$ cat src/rtl/instruction_fetch.sv
// Instruction fetch unit: issues registered reads to instruction memory, holds
// each fetched word for decode until it is accepted, and supports redirect and halt.
module instruction_fetch #(
   parameter int                           ADDRESS_BUS_WIDTH = 10,
   parameter int                           INSTRUCTION_WIDTH = 19,
   parameter logic [ADDRESS_BUS_WIDTH-1:0] RESET_PC          = 10'h200,
   parameter logic [4:0]                   HALT_OPCODE       = 5'b11111
) (
   input  logic                         clk,
   input  logic                         rst_n,
   output logic [ADDRESS_BUS_WIDTH-1:0] imem_addr,
   output logic                         imem_read,
   output logic                         imem_write,
   input  logic [INSTRUCTION_WIDTH-1:0] imem_data,
   output logic [INSTRUCTION_WIDTH-1:0] instr_out,
   output logic [ADDRESS_BUS_WIDTH-1:0] instr_pc,
   output logic                         instr_valid,
   input  logic                         instr_ready,
   input  logic                         redirect_valid,
   input  logic [ADDRESS_BUS_WIDTH-1:0] redirect_addr,
   output logic                         halted,
   output logic [15:0]                  fetch_count
);

   typedef enum logic [1:0] {
      S_ISSUE   = 2'b00,
      S_CAPTURE = 2'b01,
      S_HOLD    = 2'b10,
      S_HALT    = 2'b11
   } state_t;

   localparam logic [ADDRESS_BUS_WIDTH-1:0] PC_STEP = ADDRESS_BUS_WIDTH'(4);

   state_t                         r_state;
   logic [ADDRESS_BUS_WIDTH-1:0]   r_pc;
   logic [INSTRUCTION_WIDTH-1:0]   r_instr_out;
   logic [ADDRESS_BUS_WIDTH-1:0]   r_instr_pc;
   logic                           r_instr_valid;
   logic                           r_halted;
   logic [15:0]                    r_fetch_count;

   state_t                         w_next_state;
   logic [ADDRESS_BUS_WIDTH-1:0]   w_next_pc;
   logic [INSTRUCTION_WIDTH-1:0]   w_next_instr_out;
   logic [ADDRESS_BUS_WIDTH-1:0]   w_next_instr_pc;
   logic                           w_next_instr_valid;
   logic                           w_next_halted;
   logic [15:0]                    w_next_fetch_count;
   logic                           w_handshake;
   logic [ADDRESS_BUS_WIDTH-1:0]   w_redirect_pc;
   logic                           w_unused_addr_bits;

   // The PC is word aligned, so the byte-offset bits of a redirect target are dropped.
   assign w_redirect_pc      = {redirect_addr[ADDRESS_BUS_WIDTH-1:2], 2'b00};
   assign w_unused_addr_bits = ^redirect_addr[1:0];

   // Gating with rst_n keeps the read strobe quiet while reset is held even though
   // the state register already sits in S_ISSUE.
   assign imem_read   = (r_state == S_ISSUE) & rst_n;
   assign imem_addr   = r_pc;
   assign imem_write  = 1'b0;
   assign instr_out   = r_instr_out;
   assign instr_pc    = r_instr_pc;
   assign instr_valid = r_instr_valid;
   assign halted      = r_halted;
   assign fetch_count = r_fetch_count;

   // Next-state and next-datapath computation.
   always_comb begin
      w_next_state       = r_state;
      w_next_pc          = r_pc;
      w_next_instr_out   = r_instr_out;
      w_next_instr_pc    = r_instr_pc;
      w_next_instr_valid = r_instr_valid;
      w_next_halted      = r_halted;
      w_handshake        = (r_state == S_HOLD) & r_instr_valid & instr_ready;

      if (w_handshake) begin
         w_next_fetch_count = r_fetch_count + 16'd1;
      end else begin
         w_next_fetch_count = r_fetch_count;
      end

      case (r_state)
         S_ISSUE: begin
            w_next_state = S_CAPTURE;
         end
         S_CAPTURE: begin
            w_next_instr_out   = imem_data;
            w_next_instr_pc    = r_pc;
            w_next_instr_valid = 1'b1;
            w_next_state       = S_HOLD;
         end
         S_HOLD: begin
            if (w_handshake) begin
               w_next_pc          = r_pc + PC_STEP;
               w_next_instr_valid = 1'b0;
               if (r_instr_out[INSTRUCTION_WIDTH-1 -: 5] == HALT_OPCODE) begin
                  w_next_state  = S_HALT;
                  w_next_halted = 1'b1;
               end else begin
                  w_next_state  = S_ISSUE;
               end
            end else begin
               w_next_state = S_HOLD;
            end
         end
         S_HALT: begin
            w_next_state = S_HALT;
         end
         default: begin
            w_next_state       = S_ISSUE;
            w_next_instr_valid = 1'b0;
         end
      endcase

      // Redirect overrides everything; in-flight capture data is dropped, but a
      // coincident handshake is still counted above.
      if (redirect_valid) begin
         w_next_state       = S_ISSUE;
         w_next_pc          = w_redirect_pc;
         w_next_instr_out   = r_instr_out;
         w_next_instr_pc    = r_instr_pc;
         w_next_instr_valid = 1'b0;
         w_next_halted      = 1'b0;
      end else begin
         w_next_halted      = w_next_halted;
      end
   end

   // State and datapath registers.
   always_ff @(posedge clk or negedge rst_n) begin
      if (!rst_n) begin
         r_state       <= S_ISSUE;
         r_pc          <= RESET_PC;
         r_instr_out   <= '0;
         r_instr_pc    <= '0;
         r_instr_valid <= 1'b0;
         r_halted      <= 1'b0;
         r_fetch_count <= 16'd0;
      end else begin
         r_state       <= w_next_state;
         r_pc          <= w_next_pc;
         r_instr_out   <= w_next_instr_out;
         r_instr_pc    <= w_next_instr_pc;
         r_instr_valid <= w_next_instr_valid;
         r_halted      <= w_next_halted;
         r_fetch_count <= w_next_fetch_count;
      end
   end

endmodule

$ cat config.mk
export PLATFORM = sky130hd
export DESIGN_NAME = instruction_fetch
export DESIGN_NICKNAME = d
export VERILOG_FILES = /design/src/rtl/instruction_fetch.sv
export SDC_FILE = /design/constraint.sdc
export NUM_CORES = 1
export LEC_CHECK = 0
export BUFFER_PORTS_ARGS = -buffer_cell sky130_fd_sc_hd__buf_2
export CAP_MARGIN = 20
export CORE_UTILIZATION = 48
export DETAILED_ROUTE_END_ITERATION = 6
export MAX_ROUTING_LAYER = met4
export PLACE_DENSITY = 0.91
export SYNTH_ARGS = -nofsm -noshare
export SYNTH_HDL_FRONTEND = slang
export SYNTH_SLANG_ARGS = --single-unit
$ cat constraint.sdc
create_clock -name clk -period 1.98 [get_ports clk]
set_input_delay 0.297 -clock clk [delete_from_list [all_inputs] [get_ports clk]]
set_output_delay 0.297 -clock clk [all_outputs]
set_load 0.01 [all_outputs]
# ---- Word level (Yosys, flattened, before mapping)
# Index checks and enable logic that the tools add are counted.
dict set report op_classes {
  mux 14
  addsub 2
  bitwise_logic 4
  reduce_logical 9
  eq_ne 5
}
# cell count
set ops {}
lappend ops {{$mux W10} 3}
lappend ops {{$add A16 B1 Y16 const B} 1}
lappend ops {{$add A10 B3 Y10 const B} 1}
lappend ops {{$pmux W2 S4} 1}
lappend ops {{$mux W1} 6}
lappend ops {{$mux W2} 3}
lappend ops {{$reduce_and A2 Y1} 3}
lappend ops {{$reduce_bool A2 Y1} 3}
lappend ops {{$eq A5 B5 Y1 const B} 1}
lappend ops {{$eq A2 B2 Y1 const B} 2}
lappend ops {{$and A1 B1 Y1} 3}
lappend ops {{$ne A3 B3 Y1 const B} 1}
lappend ops {{$reduce_and A3 Y1} 1}
lappend ops {{$reduce_bool A3 Y1} 1}
lappend ops {{$eq A2 B1 Y1 const B} 1}
lappend ops {{$logic_not A2 Y1} 1}
lappend ops {{$pmux W1 S2} 1}
lappend ops {{$not A1 Y1} 1}
dict set report word_totals {
  inputBits 33
  register_bits 59
  output_inout_bits 59
  wordCells 41
}

# ---- Depth between registers and ports, before layout
# Gate-level depths: netlist (run 1).
dict set report logic_depth {
  ltp_word 6
  depth_mapped 6
  depth_no_buf 5
}

# ---- Worst setup path before layout (run 1)
# OpenSTA, ideal clock, no wires.
dict set report synth_path {
  path_type {reg-to-reg}
  start {register r_state[1]}
  end {register r_instr_out[0] (netlist: instr_out[0])}
  path_slack_ns 0.594
  path_stages_with_launch 5
  period_less_slack_ns 1.386
  t_arrival_ns 1.261
  required_ns 1.855
  setup_time_ns 0.125
  n_path_buf 2
  path_cell_list {dfrtp_1 > nor3b_1 > buf_4 > buf_4 > mux2_2}
}
dict set report synth_between {
  elab_chain_cells 2
}
# element line_no
set synth_lines {}
lappend synth_lines {{from (decl)} 34} ;# state_t r_state;
lappend synth_lines {{from (signal assigned)} 142} ;# r_state <= w_next_state;
lappend synth_lines {{$eq A2 B1 Y1} 84} ;# case (r_state)
lappend synth_lines {{$reduce_and A2 Y1 (no line)} --}
lappend synth_lines {{to (signal assigned)} 144} ;# r_instr_out <= w_next_instr_out;
lappend synth_lines {{to (decl)} 36} ;# logic [INSTRUCTION_WIDTH-1:0] r_instr_out;
# Every way passes these cells.
# A chain may end at the register's enable or synchronous reset.

# ---- Worst setup path after layout (run 1)
dict set report layout_path {
  start {register r_state[0]}
  end {register r_pc[5] (netlist: imem_addr[5])}
}
dict set report layout_between {
  elab_chain_cells 5
  elab_cells_between_ends 6
  classes_between {eq/ne: 1; bitwise: 2; reduce/logical: 3}
}
# element line_no
set layout_lines {}
lappend layout_lines {{$eq A2 B2 Y1 *} {76, 84}}
lappend layout_lines {{$and A1 B1 Y1 (2 in series)} 76} ;# w_handshake = (r_state == S_HOLD) & r_instr_valid & instr_ready;
lappend layout_lines {{$reduce_bool A2 Y1 (no line)} --}
lappend layout_lines {{$reduce_and A2 Y1 (no line) *} --}
lappend layout_lines {{to (signal assigned)} 143} ;# r_pc <= w_next_pc;
lappend layout_lines {{to (decl)} 35} ;# logic [ADDRESS_BUS_WIDTH-1:0] r_pc;
# Every way passes the cells marked *; elsewhere a longest branch is shown, timed or not.

==> results of run 1 <==
-- placed cells by master, fill, tap and decap left out, types with 2 or more instances in the layout --
cell and n:
sky130_fd_sc_hd__nand3_1 6, sky130_fd_sc_hd__o21ai_0 6, sky130_fd_sc_hd__conb_1 5, sky130_fd_sc_hd__nand4_1 9, sky130_fd_sc_hd__mux2_2 28, sky130_fd_sc_hd__and2_1 2
sky130_fd_sc_hd__xnor2_1 9, sky130_fd_sc_hd__buf_4 2, sky130_fd_sc_hd__ha_1 2, sky130_fd_sc_hd__o21ai_1 2, sky130_fd_sc_hd__xor2_1 14, sky130_fd_sc_hd__clkbuf_8 5
sky130_fd_sc_hd__and3_1 5, sky130_fd_sc_hd__clkinvlp_4 2, sky130_fd_sc_hd__nor3_1 2, sky130_fd_sc_hd__nor2_1 4, sky130_fd_sc_hd__and4_1 3, sky130_fd_sc_hd__buf_2 84
sky130_fd_sc_hd__dfrtp_1 54, sky130_fd_sc_hd__nand2_1 15, sky130_fd_sc_hd__a21oi_1 2
-- sequential cells by signal (all words and copies together), names as in the netlist --
name         count
instr_pc         8
halted           1
instr_out       19
r_state          2
imem_addr        8
fetch_count     16
instr_valid      1
-- per-stage QoR --
stage	area, um2	instances
after floorplan	2410	193
after global placement	2856	334
after detailed placement	2856	334
after CTS	2945	342
after global routing	2945	342
final	2945	342
-- how the worst max path moves through the flow --
stage | start | end | slack (ps) | depth (start not counted)
floorplan | r_state[1] | instr_out[0] | 590 | 4
global placement | r_state[0] | imem_addr[9] | 420 | 5
detailed placement | r_state[0] | imem_addr[5] | 360 | 5
CTS | r_state[0] | imem_addr[5] | 330 | 5
global route | r_state[0] | imem_addr[5] | 180 | 5
finish | r_state[0] | imem_addr[5] | 350 | 5
-- layer usage --
metal | global-route usage | wire, um
met5 | - | 0
met2 | 0.3354 | 2328
met1 | 0.2309 | 1984
met3 | 0.05801 | 326
met4 | 0.05882 | 25
-- final cells by class --
type                            instances  area, um2  area share
Clock inverter                          3      20.02    0.006797
Timing Repair Buffer                   87      455.4      0.1546
Sequential cell                        55       1378      0.4677
Multi-Input combinational cell        124      935.9      0.3178
Clock buffer                            5      68.82     0.02336
Inverter                                1      3.754    0.001274
Tap cell                               67      83.83     0.02846
-- critical path: cells and delay by family, from the launching register on --
family / cells / cell delay [ps]
flops: 1 / 420
simple gates: 2 / 550
buf+inv: 1 / 250
compound gates: 1 / 170
xor+xnor: 1 / 150
-- kinds of logic (layout without fill, tap and decap cells) --
group                    after synthesis  count (layout)
XOR/XNOR                              23              23
adder cells (fa/ha/maj)                2               2
other                                  1               5
flip-flops                            55              55
AND/OR/NAND/NOR                       53              53
multiplexers                          29              29
buffers and inverters                 14              96
AO/OA/AOI/OAI                         12              12
-- power by group through the flow --
stage	registers, mW	clock network [mW]	logic [mW]
after global placement	1.68	0	0.983
after CTS	1.68	0.614	1.02
after detailed placement	1.70	0	1.02
final	1.68	0.591	1.00
after global routing	1.73	0.653	1.10
after floorplan	1.83	0	0.406
==> reports/summary.md, run 1 <==
- **hold-fix buffer count after cts** 0
- **library cell with the highest instance count after synthesis** sky130_fd_sc_hd__dfrtp_1
- **cell area after synthesis** 2395 um2
- **RSZ-0062 raised after global routing** false
- **multiplexer share of the synthesized area** 0.1358
- **top post-synthesis cells by area** sky130_fd_sc_hd__dfrtp_1 56%, sky130_fd_sc_hd__mux2_2 13%, sky130_fd_sc_hd__xor2_1 5.1%, sky130_fd_sc_hd__xnor2_1 3.3%, sky130_fd_sc_hd__buf_4 2.8%
- **Worst R2R End** imem_addr[5]
- **gpl congestion** 0.7706
- **Synth cell types** 32
- **pre-CTS worst setup slack** 356.2 ps
- **cell depth of the worst flop-to-flop path** 5
- **pin count of the biggest net entering global routing** 56
- **I/O pin count** 92
- **type of destination of the critical path** flip-flop
- **postcts setup bufs** 0
- **antenna diode count** 0
- **count of state elements after synthesis** 55
- **Max-Cap Viols** 0
- **endpoint required time on the critical path** 2190 ps
- **detailed-route wire length per cell** 13.64 um
- **share of power burned in registers** 0.513
- **initial antenna violation count** 0
- **average instance area after synthesis** 12.67 um2
- **Data arrival, critical path** 1840 ps
- **residual antenna-violating net count after detailed routing** 0
- **cell breakdown of the critical path** and4b_1 > buf_4 > nand4_1 > xor2_1 > o21ai_0
- **switching share of power** 0.3179
- **Syn. warnings** 0
- **Via-to-Cell Ratio** 4.994
- **combinational family with the most area after synthesis** multiplexers
- **worst setup margin** 349.0 ps
- **number of gates resized after CTS** 0
- **Crit Path Category** flip-flop to flip-flop
- **share of layout cells above drive strength 1** 0.4618
- **Post-synth ARST share** 1.000
- **static leakage** 1.480 nW
- **Combinational Power Share** 0.306
- **overall die width** 72.64 um
- **crit share post-route** 0.8237
- **Starting DRT DRC Count** 72
- **portion of synthesized cell area occupied by the leading cell type** 0.5643
- **XOR/XNOR Fraction of Synth Area** 0.08412
- **achievable clock frequency** 613.1 MHz
- **tightest hold margin** 153.6 ps
- **quantity of I/O buffers inserted on ports** 84
- **length of the first detailed-routing pass in iterations** 4
- **classification of the worst-slack hold path** input pin to asynchronous set/reset pin
- **all-layer global routing usage** 0.1990
- **CTS tree** yes
- **Commonest cells post-synth** 54 x sky130_fd_sc_hd__dfrtp_1, 28 x sky130_fd_sc_hd__mux2_2, 15 x sky130_fd_sc_hd__nand2_1
- **number of nets in the layout** 309
- **adder and majority cell fraction of the synthesized area** 0.01045
- **CTS buffer count** 5
- **starting density of the core** 0.5037
- **power per cell area** 1110 nW/um2
- **Post-Synth Simple-Gate Area** 0.1233
- **final-layout setup total negative slack** 0 ps
- **slowest cell delay on critical path** 430 ps
- **post-detailed-routing wire length** 4664 um
- **Worst VDD drop** 912.8 uV
- **compound-cell area share of the yosys netlist** 0.02717
- **slowest cell on the critical path** sky130_fd_sc_hd__and4b_1
- **core region area** 4755 um2
- **internal power contribution** 2.231 mW
- **worst reg2reg startpoint** r_state[0]
- **number of cell rows** 25
- **number of failing hold endpoints at the final stage** 0
- **Total Power** 3.270 mW
- **result of the run** finished, final reports clean
- **drt drc** 0
- **Die ar.** 5276 um2
- **largest area contributor in the netlist** sky130_fd_sc_hd__dfrtp_1
- **final core utilization** 0.6195
- **sink count of the clock tree** 55
- **count of fill cells added during filler insertion** 408
- **Main synth FF type** sky130_fd_sc_hd__dfrtp_1
- **critical path startpoint category** flip-flop
- **Clk Tree Root Cell** sky130_fd_sc_hd__clkbuf_8
- **synthesized netlist cell count** 189
- **first-pass GRT wire length** 7776 um
- **DIE HEIGHT** 72.64 um
- **Slew Viols, Final** 0
- **Tmin final** 1631 ps
- **skew final** 5.437 ps
- **Area Overhead vs Synth** 22.99%
- **net switching component of the power** 1.039 mW
- **number of buffers on the longest clock path** 2
- **total overflow reported by the global router** 0
- **sequential fraction of the synthesis area** 0.5752
- **number of synthesized flops with an enable pin** 0
- **post-detail-place hpwl** 3458 um
- **latest clock arrival within the worst-skew pair** 300 ps
- **max_slew headroom** 0.5524
- **count of vias placed by the detailed router** 1708
- **share of power burned in the clock network** 0.181
- **final-report setup violation count** 0
- **r2r setup slk** 350 ps
- **CTS HTree Levels** 2
- **worst-path maximum fanout** 11
- **vias in the first global route** 1727
- **transition time at the pin with the least slew margin** 671.5 ps
- **clock transition at the registers of the reported paths** 90 ps
Power figures use the tool's default switching activity.
==> inputs of run 2 (changes only) <==
==> constraint.sdc (replaced) <==
create_clock -name clk -period 1.6 [get_ports clk]
set_input_delay 0.24 -clock clk [delete_from_list [all_inputs] [get_ports clk]]
set_output_delay 0.24 -clock clk [all_outputs]
set_load 0.01 [all_outputs]
==> reports/summary.md, run 2 (synthesis gave the netlist of run 1 again) <==
- **antenna diode count** 0
- **post-detailed-placement cell area** 2867 um2
- **Crit Path Category** flip-flop to flip-flop
- **result of the run** finished, final reports clean
- **Slew Viols, Final** 0
- **Tmin final** 1471 ps
- **clock transition at the registers of the reported paths** 100 ps
- **drt drc** 0
- **length of the first detailed-routing pass in iterations** 4
- **detailed-route wire length per cell** 13.44 um
- **Clk Tree Root Cell** sky130_fd_sc_hd__clkbuf_8
- **tightest hold margin** 86.75 ps
- **count of vias placed by the detailed router** 1699
- **Data arrival, critical path** 1700 ps
- **number of cell rows** 25
- **CTS tree** yes
- **type of destination of the critical path** flip-flop
- **Max-Cap Viols** 0
- **Area Overhead vs Synth** 25.39%
- **residual antenna-violating net count after detailed routing** 0
- **number of buffers on the longest clock path** 2
- **classification of the worst-slack hold path** input pin to asynchronous set/reset pin
- **max_slew headroom** 0.5471
- **cell breakdown of the critical path** and4b_1 > buf_4 > nand4_1 > nor2_1 > xor2_1
- **family with the most delay on the worst path** simple AND/OR/NAND/NOR gates
- **GR Layer Usage met1** 0.2562
- **CTS buffer count** 5
- **quantity of I/O buffers inserted on ports** 84
- **initial antenna violation count** 0
- **number of nets in the layout** 312
- **Worst VDD drop** 913.1 uV
- **slowest cell delay on critical path** 430 ps
- **worst path buffer plus inverter count** 1
- **final-report setup violation count** 0
- **Via-to-Cell Ratio** 4.925
- **post-detail-place hpwl** 3439 um
- **most common library cell in the layout ignoring fill and taps** sky130_fd_sc_hd__buf_2
- **DIE HEIGHT** 72.64 um
- **overall die width** 72.64 um
- **core region area** 4755 um2
- **final non-filler cell total** 345
- **CTS HTree Levels** 2
- **final instance area** 3003 um2
- **gpl congestion** 0.7551
- **sink count of the clock tree** 55
- **share of layout cells above drive strength 1** 0.4676
- **vias in the first global route** 1760
- **skew final** 4.172 ps
- **achievable clock frequency** 679.9 MHz
- **power per cell area** 1460 nW/um2
- **worst setup margin** 129.1 ps
- **postcts setup bufs** 0
- **all-layer global routing usage** 0.2040
- **final-layout setup total negative slack** 0 ps
- **commonest cells after routing, fill and taps aside** 84 x sky130_fd_sc_hd__buf_2, 54 x sky130_fd_sc_hd__dfrtp_1, 28 x sky130_fd_sc_hd__mux2_2, 15 x sky130_fd_sc_hd__nand2_1, 14 x sky130_fd_sc_hd__xor2_1
- **RSZ-0062 raised after global routing** false
- **transition time at the pin with the least slew margin** 679.4 ps
- **flip-flop count of the largest register after layout** 19
- **slowest cell on the critical path** sky130_fd_sc_hd__dfrtp_1
- **latest clock arrival within the worst-skew pair** 300 ps
- **layer carrying the most global-route usage** met2
- **I/O pin count** 92
- **critical path startpoint category** flip-flop
- **total overflow reported by the global router** 0
- **static leakage** 1.517 nW
- **number of failing hold endpoints at the final stage** 0
- **first-pass GRT wire length** 8031 um
- **pre-CTS worst setup slack** 141.8 ps
- **crit share post-route** 0.9193
- **starting density of the core** 0.5037
- **number of gates resized after CTS** 0
- **fraction of met3 tracks used by global routing** 0.04558
- **dpl cells** 337
- **post-detailed-routing wire length** 4637 um
- **Starting DRT DRC Count** 55
- **hold-fix buffer count after cts** 0
- **worst-path maximum fanout** 6
- **Die ar.** 5276 um2
- **met2 global-route usage** 0.3302
- **endpoint required time on the critical path** 1830 ps
- **pin count of the biggest net entering global routing** 56
==> run 2: cell types whose count changed in the layout (fill, tap and decap cells not counted), sizes merged <==
cell      change
clkinvlp      -1
clkinv        -1
buf           +3
bufinv        +2
==> run 2: per-layer routing <==
layer | wire [um] | up-vias
met5 | 0 | -
met4 | 40 | 0
met3 | 296 | 5
met2 | 2245 | 68
met1 | 2055 | 815
li1 | - | 811
==> run 2: layout make-up <==
| type | instances | area (um2) |
|---|---|---|
| multi-input combinational | 124 | 935.9 |
| clock inverter | 3 | 67.56 |
| sequential | 55 | 1378 |
| inverter | 1 | 3.754 |
| fill | 392 | 1752 |
| timing repair buffer | 90 | 465.4 |
| tap | 67 | 83.83 |
| clock buffer | 5 | 68.82 |
==> run 2: where the power goes <==
group          internal [mW]  switching (mW)  leakage, nW
clock                  0.624           0.444       0.0644
combinational          0.654           0.579        0.761
sequential              1.80           0.284        0.692
total                   3.08            1.31         1.52
==> run 2: final timing paths <==
check | to | start | slack [ps] | cells past startpoint
max reg2reg | fetch_count[13] | r_state[0] | 130 | 5
min | fetch_count[8] | rst_n | 90 | 2
min reg2reg | fetch_count[15] | fetch_count[15] | 470 | 1
min in group clk | imem_addr[2] | redirect_addr[2] | 140 | 3
max | fetch_count[13] | r_state[0] | 130 | 5
max in group asynchronous | halted | rst_n | 1040 | 2
==> run 2: metrics by stage <==
stage / power (mW) / utilization
floorplan: 2.770 / -
global placement: 3.290 / 0.6029
detailed placement: 3.352 / 0.6029
CTS: 4.428 / 0.6316
global route: 4.635 / 0.6316
finish: 4.384 / 0.6316
==> inputs of run 3 (changes only) <==
--- a/config.mk
+++ b/config.mk
@@ -5,12 +5,13 @@
 export SDC_FILE = /design/constraint.sdc
 export NUM_CORES = 1
 export LEC_CHECK = 0
+export ABC_AREA = 1
 export BUFFER_PORTS_ARGS = -buffer_cell sky130_fd_sc_hd__buf_2
 export CAP_MARGIN = 20
-export CORE_UTILIZATION = 48
+export CORE_UTILIZATION = 50
 export DETAILED_ROUTE_END_ITERATION = 6
 export MAX_ROUTING_LAYER = met4
-export PLACE_DENSITY = 0.91
+export PLACE_DENSITY = 0.92
 export SYNTH_ARGS = -nofsm -noshare
 export SYNTH_HDL_FRONTEND = slang
 export SYNTH_SLANG_ARGS = --single-unit
==> reports/summary.md, run 3 <==
- **detailed-route wire length per cell** 13.70 um
- **result of the run** finished, final reports clean
- **share of power burned in the clock network** 0.200
- **postcts setup bufs** 0
- **average instance area after synthesis** 10.41 um2
- **CTS HTree Levels** 2
- **largest area contributor in the netlist** sky130_fd_sc_hd__dfrtp_1
- **type of destination of the critical path** flip-flop
- **portion of synthesized cell area occupied by the leading cell type** 0.5133
- **DIE HEIGHT** 74.56 um
- **library cell with the highest instance count after synthesis** sky130_fd_sc_hd__dfrtp_1
- **gpl congestion** 0.8066
- **number of buffers on the longest clock path** 2
- **post-detailed-routing wire length** 5630 um
- **max_slew headroom** 0.5516
- **share of power burned in registers** 0.507
- **post-detail-place hpwl** 4219 um
- **sequential fraction of the synthesis area** 0.5233
- **count of state elements after synthesis** 55
- **latest clock arrival within the worst-skew pair** 310 ps
- **synthesized netlist cell count** 253
- **count of vias placed by the detailed router** 2043
- **pin count of the biggest net entering global routing** 56
- **initial antenna violation count** 0
- **quantity of I/O buffers inserted on ports** 84
- **Max-Cap Viols** 0
- **most common library cell in the layout ignoring fill and taps** sky130_fd_sc_hd__buf_2
- **count of fill cells added during filler insertion** 419
- **Area Overhead vs Synth** 21.20%
- **length of the first detailed-routing pass in iterations** 5
- **CTS tree** yes
- **Clk Tree Root Cell** sky130_fd_sc_hd__clkbuf_8
- **Tmin final** 1470 ps
- **cell area after synthesis** 2633 um2
- **family with the most delay on the worst path** flip-flops
- **net switching component of the power** 1.283 mW
- **total overflow reported by the global router** 0
- **CTS buffer count** 5
- **endpoint required time on the critical path** 1800 ps
- **Crit Path Category** flip-flop to flip-flop
- **transition time at the pin with the least slew margin** 672.6 ps
- **Die ar.** 5559 um2
- **GR Layer Usage met1** 0.2681
- **starting density of the core** 0.5187
- **Via-to-Cell Ratio** 4.971
- **number of gates resized after CTS** 0
- **Commonest cells post-synth** 54 x sky130_fd_sc_hd__dfrtp_1, 53 x sky130_fd_sc_hd__nand2_1, 24 x sky130_fd_sc_hd__inv_1
- **residual antenna-violating net count after detailed routing** 0
- **cell breakdown of the critical path** inv_2 > nor2_4 > nand2_4 > mux2_2
- **layer carrying the most global-route usage** met2
- **worst path buffer plus inverter count** 1
- **share of layout cells above drive strength 1** 0.3754
- **Syn. warnings** 0
- **overall die width** 74.56 um
- **RSZ-0062 raised after global routing** false
- **number of failing hold endpoints at the final stage** 0
- **static leakage** 1.712 nW
- **clock transition at the registers of the reported paths** 100 ps
- **Slew Viols, Final** 0
- **slowest cell on the critical path** sky130_fd_sc_hd__dfrtp_1
- **met2 global-route usage** 0.3794
- **internal power contribution** 2.553 mW
- **number of cell rows** 26
- **commonest cells after routing, fill and taps aside** 84 x sky130_fd_sc_hd__buf_2, 54 x sky130_fd_sc_hd__dfrtp_1, 53 x sky130_fd_sc_hd__nand2_1, 24 x sky130_fd_sc_hd__inv_1, 14 x sky130_fd_sc_hd__nor2_1
- **Data arrival, critical path** 1670 ps
- **drt drc** 0
- **worst-path maximum fanout** 35
- **Combinational Power Share** 0.293
- **flip-flop count of the largest register after layout** 19
- **all-layer global routing usage** 0.2243
- **achievable clock frequency** 680.3 MHz
- **sink count of the clock tree** 55
- **critical path startpoint category** flip-flop
- **number of nets in the layout** 376
- **Worst VDD drop** 579.7 uV
- **skew final** 14.13 ps
- **antenna diode count** 0
- **top post-synthesis cells by area** sky130_fd_sc_hd__dfrtp_1 51%, sky130_fd_sc_hd__nand2_1 7.6%, sky130_fd_sc_hd__mux2_4 5.7%, sky130_fd_sc_hd__inv_1 3.4%, sky130_fd_sc_hd__xor2_1 3.0%
- **classification of the worst-slack hold path** input pin to asynchronous set/reset pin
- **Synth cell types** 38
- **fraction of met3 tracks used by global routing** 0.04201
- **switching share of power** 0.3344
- **power per cell area** 1202 nW/um2
- **Starting DRT DRC Count** 145
- **final instance area** 3191 um2
- **slowest cell delay on critical path** 440 ps
- **core region area** 5075 um2
- **post-detailed-placement cell area** 3102 um2
- **tightest hold margin** 68.92 ps
- **final-layout setup total negative slack** 0 ps
- **Main synth FF type** sky130_fd_sc_hd__dfrtp_1
- **hold-fix buffer count after cts** 0
- **Post-synth ARST share** 1.000
- **final-report setup violation count** 0
- **vias in the first global route** 1947
- **first-pass GRT wire length** 9018 um
- **crit share post-route** 0.9187
- **I/O pin count** 92
- **number of synthesized flops with an enable pin** 0
## run 3: routing by layer
| metal | wire (um) | share of wire |
|---|---|---|
| met5 | 0 | 0 |
| met4 | 95 | 0.017 |
| met3 | 240 | 0.043 |
| met2 | 2846 | 0.51 |
| met1 | 2448 | 0.43 |
## run 3: logic make-up after synthesis
logic type | share of synthesized area
other | 0.001424
adders and majority gates | 0.009504
DFF | 0.5233
muxes | 0.09981
AOI/OAI and AO/OA | 0.04753
buffers and inverters | 0.06178
and+or+nand+nor | 0.2101
xor gates and xnor gates | 0.04658
## run 3: power groups by stage
stage          Sequential (mW)  Clock (mW)  Combinational, mW
3_3_place_gp              1.94           0               1.09
6_report                  1.95       0.768               1.12
5_1_grt                   1.99       0.834               1.24
4_1_cts                   1.94       0.785               1.13
2_1_floorplan             2.09           0              0.505
3_5_place_dp              1.97           0               1.13
## run 3: worst register-to-register path, cell delays in order (launching register included)
cell,delay [ps]
sky130_fd_sc_hd__dfrtp_1,440
sky130_fd_sc_hd__inv_2,110
sky130_fd_sc_hd__nor2_4,50
sky130_fd_sc_hd__nand2_4,360
sky130_fd_sc_hd__mux2_2,410
## run 3: area by class of cell
type,instances,area [um2],area share
sequential,55,1378,0.4318
multi-input combinational,168,1110,0.3478
timing repair buffer,86,435.4,0.1365
inverter,25,93.84,0.02941
tap,70,87.58,0.02745
clock buffer,5,68.82,0.02157
clock inverter,2,17.52,0.005490
## run 3: stage by stage
step,worst slack [ps],power (mW),utilization,std cells
after floorplan,244.9,2.599,-,257
after global placement,186.4,3.029,0.6112,404
after detailed placement,140.3,3.094,0.6112,404
after CTS,125.3,3.858,0.6282,411
after global routing,34.43,4.063,0.6287,411
final,130.0,3.836,0.6287,411
## run 3: worst paths after layout
path	start	endpoint	slack, ps	cells after the start
setup / recovery	r_state[0]	instr_out[15]	130	4
hold / removal	rst_n	instr_pc[7]	70	2
setup reg to reg	r_state[0]	instr_out[15]	130	4
hold reg to reg	fetch_count[15]	fetch_count[15]	490	2
max in group asynchronous	rst_n	fetch_count[9]	1080	2
min in group clk	imem_data[8]	instr_out[8]	130	2
